<file path="src/rtl/display_scan_ctrl.sv">
// Converts a 14-bit binary value to four BCD digits (double dabble) and
// multiplexes them onto a 4-digit active-low seven-segment display.
//
// state | meaning
// IDLE  | waiting for a value; in_ready high
// CONV  | one shift-and-add-3 step per cycle, 14 steps
// LOAD  | copy BCD result and overflow flag to the display registers
module display_scan_ctrl #(
    parameter int SCAN_DIV = 50000
) (
    input  logic        clk,
    input  logic        rst_n,
    input  logic        in_valid,
    output logic        in_ready,
    input  logic [13:0] in_value,
    input  logic        blank_lz,
    output logic [6:0]  seg_n,
    output logic [3:0]  an_n,
    output logic        busy
);

    localparam int PW = $clog2(SCAN_DIV);
    localparam logic [PW-1:0] PRE_LAST = PW'(SCAN_DIV - 1);
    localparam logic [6:0] SEG_BLANK = 7'b1111111;
    localparam logic [6:0] SEG_DASH  = 7'b0111111;

    typedef enum logic [1:0] {IDLE, CONV, LOAD} state_t;

    state_t state_q, state_d;

    logic        xfer, conv_en, load_en, last_iter;
    logic [13:0] bin_q;
    logic [15:0] bcd_q;
    logic [3:0]  cnt_q;
    logic        ovf_pend_q;
    logic [15:0] digits_q;
    logic        ovf_q;
    logic [15:0] bcd_adj;
    logic [15:0] bcd_shift;
    logic [13:0] bin_shift;

    logic [PW-1:0] pre_q;
    logic [1:0]    idx_q;
    logic [6:0]    seg_q, seg_d;
    logic [3:0]    an_q, an_d;
    logic [3:0]    cur_digit;
    logic          blank_sel;
    logic          z1, z2, z3;

    always_ff @(posedge clk) begin
        if (!rst_n) state_q <= IDLE;
        else        state_q <= state_d;
    end

    assign last_iter = (cnt_q == 4'd13);

    always_comb begin
        state_d = state_q;
        case (state_q)
            IDLE:    if (in_valid) state_d = CONV;
            CONV:    if (last_iter) state_d = LOAD;
            LOAD:    state_d = IDLE;
            default: state_d = IDLE;
        endcase
    end

    always_comb begin
        in_ready = 1'b0;
        busy     = 1'b0;
        conv_en  = 1'b0;
        load_en  = 1'b0;
        case (state_q)
            IDLE:    in_ready = 1'b1;
            CONV: begin
                busy    = 1'b1;
                conv_en = 1'b1;
            end
            LOAD: begin
                busy    = 1'b1;
                load_en = 1'b1;
            end
            default: in_ready = 1'b0;
        endcase
    end

    assign xfer = in_valid & in_ready;

    always_comb begin
        bcd_adj = bcd_q;
        for (int i = 0; i < 4; i++) begin
            if (bcd_q[4*i +: 4] >= 4'd5) bcd_adj[4*i +: 4] = bcd_q[4*i +: 4] + 4'd3;
        end
        bcd_shift = {bcd_adj[14:0], bin_q[13]};
        bin_shift = {bin_q[12:0], 1'b0};
    end

    // Overflow is decided from the raw value; the 16-bit BCD result is meaningless above 9999.
    always_ff @(posedge clk) begin
        if (!rst_n) begin
            bin_q      <= '0;
            bcd_q      <= '0;
            cnt_q      <= '0;
            ovf_pend_q <= 1'b0;
            digits_q   <= '0;
            ovf_q      <= 1'b0;
        end else begin
            if (xfer) begin
                bin_q      <= in_value;
                bcd_q      <= '0;
                cnt_q      <= '0;
                ovf_pend_q <= (in_value > 14'd9999);
            end
            if (conv_en) begin
                bin_q <= bin_shift;
                bcd_q <= bcd_shift;
                cnt_q <= cnt_q + 4'd1;
            end
            if (load_en) begin
                digits_q <= bcd_q;
                ovf_q    <= ovf_pend_q;
            end
        end
    end

    always_ff @(posedge clk) begin
        if (!rst_n) begin
            pre_q <= '0;
            idx_q <= '0;
        end else if (pre_q == PRE_LAST) begin
            pre_q <= '0;
            idx_q <= idx_q + 2'd1;
        end else begin
            pre_q <= pre_q + 1'b1;
        end
    end

    assign z3 = (digits_q[15:12] == 4'd0);
    assign z2 = z3 & (digits_q[11:8] == 4'd0);
    assign z1 = z2 & (digits_q[7:4] == 4'd0);

    always_comb begin
        cur_digit = digits_q[3:0];
        blank_sel = 1'b0;
        case (idx_q)
            2'd1: begin cur_digit = digits_q[7:4];   blank_sel = z1; end
            2'd2: begin cur_digit = digits_q[11:8];  blank_sel = z2; end
            2'd3: begin cur_digit = digits_q[15:12]; blank_sel = z3; end
            default: begin cur_digit = digits_q[3:0]; blank_sel = 1'b0; end
        endcase
    end

    always_comb begin
        seg_d = SEG_BLANK;
        case (cur_digit)
            4'd0:    seg_d = 7'b1000000;
            4'd1:    seg_d = 7'b1111001;
            4'd2:    seg_d = 7'b0100100;
            4'd3:    seg_d = 7'b0110000;
            4'd4:    seg_d = 7'b0011001;
            4'd5:    seg_d = 7'b0010010;
            4'd6:    seg_d = 7'b0000010;
            4'd7:    seg_d = 7'b1111000;
            4'd8:    seg_d = 7'b0000000;
            4'd9:    seg_d = 7'b0010000;
            default: seg_d = SEG_BLANK;
        endcase
        if (ovf_q)                      seg_d = SEG_DASH;
        else if (blank_lz && blank_sel) seg_d = SEG_BLANK;
        an_d = ~(4'b0001 << idx_q);
    end

    always_ff @(posedge clk) begin
        if (!rst_n) begin
            seg_q <= SEG_BLANK;
            an_q  <= 4'b1111;
        end else begin
            seg_q <= seg_d;
            an_q  <= an_d;
        end
    end

    assign seg_n = seg_q;
    assign an_n  = an_q;

endmodule
</file>
<file path="config.mk">
export PLATFORM = sky130hd
export DESIGN_NAME = display_scan_ctrl
export DESIGN_NICKNAME = d
export VERILOG_FILES = /design/src/rtl/display_scan_ctrl.sv
export SDC_FILE = /design/constraint.sdc
export NUM_CORES = 1
export LEC_CHECK = 0
export BUFFER_PORTS_ARGS = -buffer_cell sky130_fd_sc_hd__buf_4
export CAP_MARGIN = 40
export CORE_MARGIN = 2
export CORE_UTILIZATION = 50
export CTS_BUF_LIST = sky130_fd_sc_hd__clkbuf_8 sky130_fd_sc_hd__clkbuf_16
export DETAILED_ROUTE_END_ITERATION = 16
export HOLD_SLACK_MARGIN = 0.02
export PLACE_DENSITY = 0.68
export SLEW_MARGIN = 20
export SYNTH_ARGS = -nofsm -noshare
export SYNTH_HDL_FRONTEND = slang
export SYNTH_SLANG_ARGS = --single-unit
export TNS_END_PERCENT = 30
</file>
<file path="constraint.sdc">
create_clock -name clk -period 3.5 [get_ports clk]
set_clock_uncertainty 0.05 [all_clocks]
set_input_delay 0.7 -clock clk [delete_from_list [all_inputs] [get_ports clk]]
set_output_delay 0.7 -clock clk [all_outputs]
set_load 0.01 [all_outputs]
</file>
# [Word-level counts from Yosys, hierarchy flattened]
# Memory sizes are Yosys's and may differ from the RTL's.
# Cells that the tools add are included.
# W data, S select, Z words.
[word_totals] reg_bits=83 mem_bits_ro=112 in_bits=18 out_inout_bits=13 wordCells=73 memories=1
[mem_list] memory="(name not given)" words=16 width=7 read_ports=1 rd_ports_with_merged_regs=0 write_ports=0 line="154" rtl="case (cur_digit)"
[op_classes] n_addsub=7 magnitude_cmp=5 n_eq_ne=9 n_shift=1 n_mux=21 bitwise_logic=5 n_reduce_logical=11
[op_table] op="$mux W16" n=2
[op_table] op="$mux W14" n=2
[op_table] op="$mux W4" n=5
[op_table] op="$add A16 B1 Y16 const B" n=1
[op_table] op="$eq A16 B16 Y1 const B" n=1
[op_table] op="$ge A4 B3 Y1 const B" n=4
[op_table] op="$gt A14 B14 Y1 const B" n=1
[op_table] op="$mux W7" n=2
[op_table] op="$add A4 B2 Y4 const B" n=3
[op_table] op="$logic_not A4 Y1" n=3
[op_table] op="$pmux W4 S3" n=1
[op_table] op="$eq A2 B2 Y1 const B" n=3
[op_table] op="$reduce_or A2 Y1" n=3
[op_table] op="$add A4 B1 Y4 const B" n=1
[op_table] op="$eq A2 B1 Y1 const B" n=2
[op_table] op="$eq A4 B4 Y1 const B" n=1
[op_table] op="$mux W1" n=4
[op_table] op="$mux W2" n=2
[op_table] op="$ne A2 B2 Y1 const B" n=2
[op_table] op="$not A4 Y4" n=1
[op_table] op="$pmux W2 S2" n=1
[op_table] op="$shl A1 B2 Y4 const A" n=1
[op_table] op="$add A3 B2 Y3 const B" n=1
[op_table] op="$and A1 B1 Y1" n=3
[op_table] op="9 further kinds" n=9

# [Longest topological paths before layout]
[logic_depth] ltp_word=7 mapped_depth=9 mapped_depth_nobuf=9

# [Least setup slack after synthesis]
# OpenSTA, ideal clock, no wires.
[synth_path] kind="flip-flop to flip-flop" startpoint="reg idx_q[0]" endpoint="reg seg_q[6] (netlist: seg_n[6])" setup_ps=75 arrival_ps=1784 required_ps=3375 path_slack_ps=1591 path_stages_with_launch=9 n_path_buf=0 period_less_slack_ps=1909 cell_sequence="dfxtp_1 > inv_1 > ha_1 > clkinv_1 > mux2i_2 > ha_1 > mux2i_1 > a21o_1 > a22oi_2"
[synth_via] elab_chain_len=5 word_cells_on_any_way=9 cone_classes="3 x eq/ne; 4 x mux; 1 x reduce/logical; 1 x memory"
[synth_lines] item="start, declared" line="43" rtl="logic [1:0] idx_q;"
[synth_lines] item="start signal, assigned" line="131" rtl="idx_q <= idx_q + 2'd1;"
[synth_lines] item="$eq A2 B2 Y1 or $eq A2 B1 Y1 (tied branches)" line="144" rtl="case (idx_q)"
[synth_lines] item="$pmux W4 S3 or $pmux W1 S3 (tied branches)" line="144"
[synth_lines] item="$mem_v2 Z16 W7 or $logic_and A1 B1 Y1 (tied branches)"
[synth_lines] item="$mux W7 (*)" line="168" rtl="else if (blank_lz && blank_sel) seg_d = SEG_BLANK;"
[synth_lines] item="$mux W7 (*)" line="167" rtl="if (ovf_q) seg_d = SEG_DASH;"
[synth_lines] item="end signal, assigned" line="177" rtl="seg_q <= seg_d;"
[synth_lines] item="end, declared" line="44" rtl="logic [6:0] seg_q, seg_d;"
# Mark *: on every way between the ends. The rest lies on a longest branch, timed or not.
# A chain may end at the register's enable or synchronous reset.

# [Worst setup path in the final report]
[layout_path] startpoint="reg state_q[1]" endpoint="reg bcd_q[5]"
[layout_via] elab_chain_len=4 word_cells_on_any_way=7 cone_classes="1 x eq/ne; 3 x mux; 1 x bitwise; 2 x reduce/logical"
[layout_lines] item="start, declared" line="29" rtl="state_t state_q, state_d;"
[layout_lines] item="start signal, assigned" line="52" rtl="else state_q <= state_d;"
[layout_lines] item="$logic_not A2 Y1" line="72" rtl="case (state_q)"
[layout_lines] item="$mux W1" line="72"
[layout_lines] item="$and A1 B1 Y1" line="86" rtl="assign xfer = in_valid & in_ready;"
[layout_lines] item="$reduce_bool A2 Y1 (no source line)"
[layout_lines] item="end signal, assigned" line="115" rtl="bcd_q <= bcd_shift;"
[layout_lines] item="end, declared" line="33" rtl="logic [15:0] bcd_q;"
# Parallel ways exist; a longest one is shown, timed or not.

==> impl_metrics.yaml <==
placed_design:
  dp_hpwl_um: 5350
  routabilityCongestion: 0.818
  post-place-ws_ns: 1.17
  portBuffers: 30
  dp_cells: 557
  placed_area_mm2: 0.00419
logic_synthesis:
  synthFlopType: "dfxtp_1"
  syn_nets: 484
  avgSynthCellArea_um2: 8.76
  netlist_area_mm2: 0.00389
  yosysUniqueCellTypes: 44
  yosysSeqAreaShare: 0.427
  async_flop_share: 0
  synth-edff-count: 0
  netlist_instances: 444
  ys_ff_latch: 83
  ys.warnings.count: 0
setup_path:
  critical_path_class: "register to register"
  r2r_cells: 6
  critPathBufInv: 1
  crit_slowest_cell: "nand2_1"
  cp-start-kind: "register"
  ff2ff_setup_slack_ns: 1.13
  worst_setup_path_end_kind: "register"
  crit_path_max_incr_delay_ns: 0.64
  reg2reg_to: "bcd_q[5]"
  cp_max_fo: 24
  timing.rr.start: "state_q[1]"
  crit_required_ns: 3.67
  cp_data_arrival_time_ns: 2.54
  crit_chain: "inv_1 > ha_1 > nand2_1 > and3_1 > a21oi_1 > nor2_1"
  crit_family: "simple AND/OR/NAND/NOR gates"
routing:
  drc_errors: 0
  dr.first_iter.drc_count: 173
  first_pass_iters: 6
  wl_per_cell_um: 13.8
  antenna_left: 0
  route.final.wire_length_um: 7900
  avgViaCountPerCell: 5.38
  vias: 3081
min_path:
  hold_start: "bin_q[13]"
  hp-class: "register to register"
  min_to: "bcd_q[0]"
  whs_path_depth: 2
power_and_ir_drop:
  power_density_mw_per_mm2: 465
  p_leak_nw: 1.73
  vdd_ir_drop_max_mv: 0.296
die:
  dieWidth_um: 92.2
  start_util: 0.509
  num_io_pins: 31
  core_area_mm2: 0.00765
  num_rows: 32
  dieArea_mm2: 0.00850
  fp.dieH_um: 92.2
timing:
  setup_viol: 0
  max_freq_mhz: 422
  grt_setup_unrepaired: "false"
  slew_headroom: 0.483
  tns_ns: 0
  timing.final.crit_period_ns: 2.37
  setup_ws_ns: 1.13
  period_share: 0.676
  final_max_slew_viol_count: 0
  hold_viol_final: 0
  whs_ns: 0.410
  worst_pin_slew_ns: 0.774
global_routing:
  antenna_found_initial: 0
  grt_pass1_vias: 2922
  grt_max_degree: 38
  grt_overflow: 0
  grt_first_pass_wirelength_um: 13600
  grt_util_all_layers: 0.197
cells_and_area:
  diodes: 0
  drive_above_1_share: 0.127
  syn_to_final_growth_pct: 13.6
  design_area_mm2: 0.00442
  multi_input_area_mm2: 0.00205
  final_nets: 507
  n_fill_cell: 714
  final_cell_mix: "83 x dfxtp_1, 59 x nor2_1, 37 x nand2_1"
  final_common_cell: "dfxtp_1"
  finalNonFillerCells: 573
  seq_area_mm2: 0.00166
clock_tree:
  post_cts.repair.setup_buffers: 0
  cts_root_buf: "clkbuf_8"
  cts.sinks: 83
  clockBufferDepth: 2
  postCtsHoldBufs: 0
  cts.clk_slew.worst_paths_ns: 0.08
  cts_tree: "yes"
  numCtsBuffers: 9
  cts_resized: 0
  clock_latency_ns: 0.35
  htree_levels: 3
flow_run:
  drv_cap: 0
status:
  status: "completed"
-- state kept, by name, indices dropped and copies added (netlist names) --
name	count
bin_q	14
idx_q	2
ovf_q	1
ovf_pend_q	1
seg_n	7
pre_q	16
an_n	4
bcd_q	16
state_q	2
digits_q	16
cnt_q	4
-- cell type report --
type,count,area share
inverters,21,0.0178
well taps,102,0.0289
clock inverters,5,0.0178
flip-flops and latches,83,0.376
multi-input cells,316,0.465
clock buffers,10,0.0311
repair buffers,36,0.0637
-- worst reg2reg max path, stage by stage, from the launching register on --
cell and delay, ns:
dfxtp_1 0.33, inv_1 0.08, ha_1 0.55, nand2_1 0.65
and3_1 0.42, a21oi_1 0.11, nor2_1 0.05
-- cell families after synthesis --
logic type      count (synthesis)  synth area share
simple gates                  168             0.199
flops                          83             0.427
compound gates                 78             0.139
buf+inv                        45            0.0450
mux                            26            0.0695
xor+xnor                       22            0.0495
fa+ha+maj                      22            0.0708
-- routing by layer --
metal	track usage	part of all wire	up-vias
met2	0.331	0.48	45
met3	0.0394	0.032	12
met1	0.252	0.48	1433
met5	0	0	-
met4	0.0684	0.015	0
li1	-	-	1591
-- Yosys cell counts, drive strengths merged, types with 2 or more instances --
cell	instances	area share
inv	20	0.019
a21oi	26	0.033
a311oi	13	0.029
o211ai	5	0.0097
ha	22	0.071
mux2i	24	0.063
nor4	4	0.0064
nand4	7	0.011
xnor2	13	0.029
nand2	37	0.036
a21o	9	0.017
a222oi	4	0.010
nor2	59	0.057
mux2	2	0.0068
nand2b	5	0.0080
nand3	31	0.041
and4	2	0.0045
dfxtp	83	0.43
and3	8	0.013
a211oi	4	0.011
o21ai	13	0.018
buf	11	0.012
xor2	9	0.020
clkbuf	13	0.013
nor3	10	0.013
-- stage by stage --
stage,utilization,power [W]
2_1_floorplan,-,0.00123
3_3_place_gp,0.545,0.00131
3_5_place_dp,0.548,0.00132
4_1_cts,0.576,0.00206
5_1_grt,0.578,0.00215
6_report,0.578,0.00206
-- worst max path at each step --
| stage | from | to | slack, ns | cells after the start |
|---|---|---|---|---|
| finish | state_q[1] | bcd_q[5] | 1.13 | 6 |
| detailed placement | state_q[0] | bcd_q[9] | 1.17 | 6 |
| global placement | state_q[0] | bcd_q[5] | 1.21 | 6 |
| global route | state_q[1] | bcd_q[5] | 0.92 | 6 |
| floorplan | idx_q[0] | seg_n[6] | 1.59 | 8 |
| CTS | state_q[1] | bcd_q[9] | 1.15 | 6 |
-- where the power goes --
group	internal [W]	switching, W
Sequential	0.000990	0.0000255
Combinational	0.000114	0.000176
Clock	0.000415	0.000334
Total	0.00152	0.000536
Power figures use the tool's default switching activity.
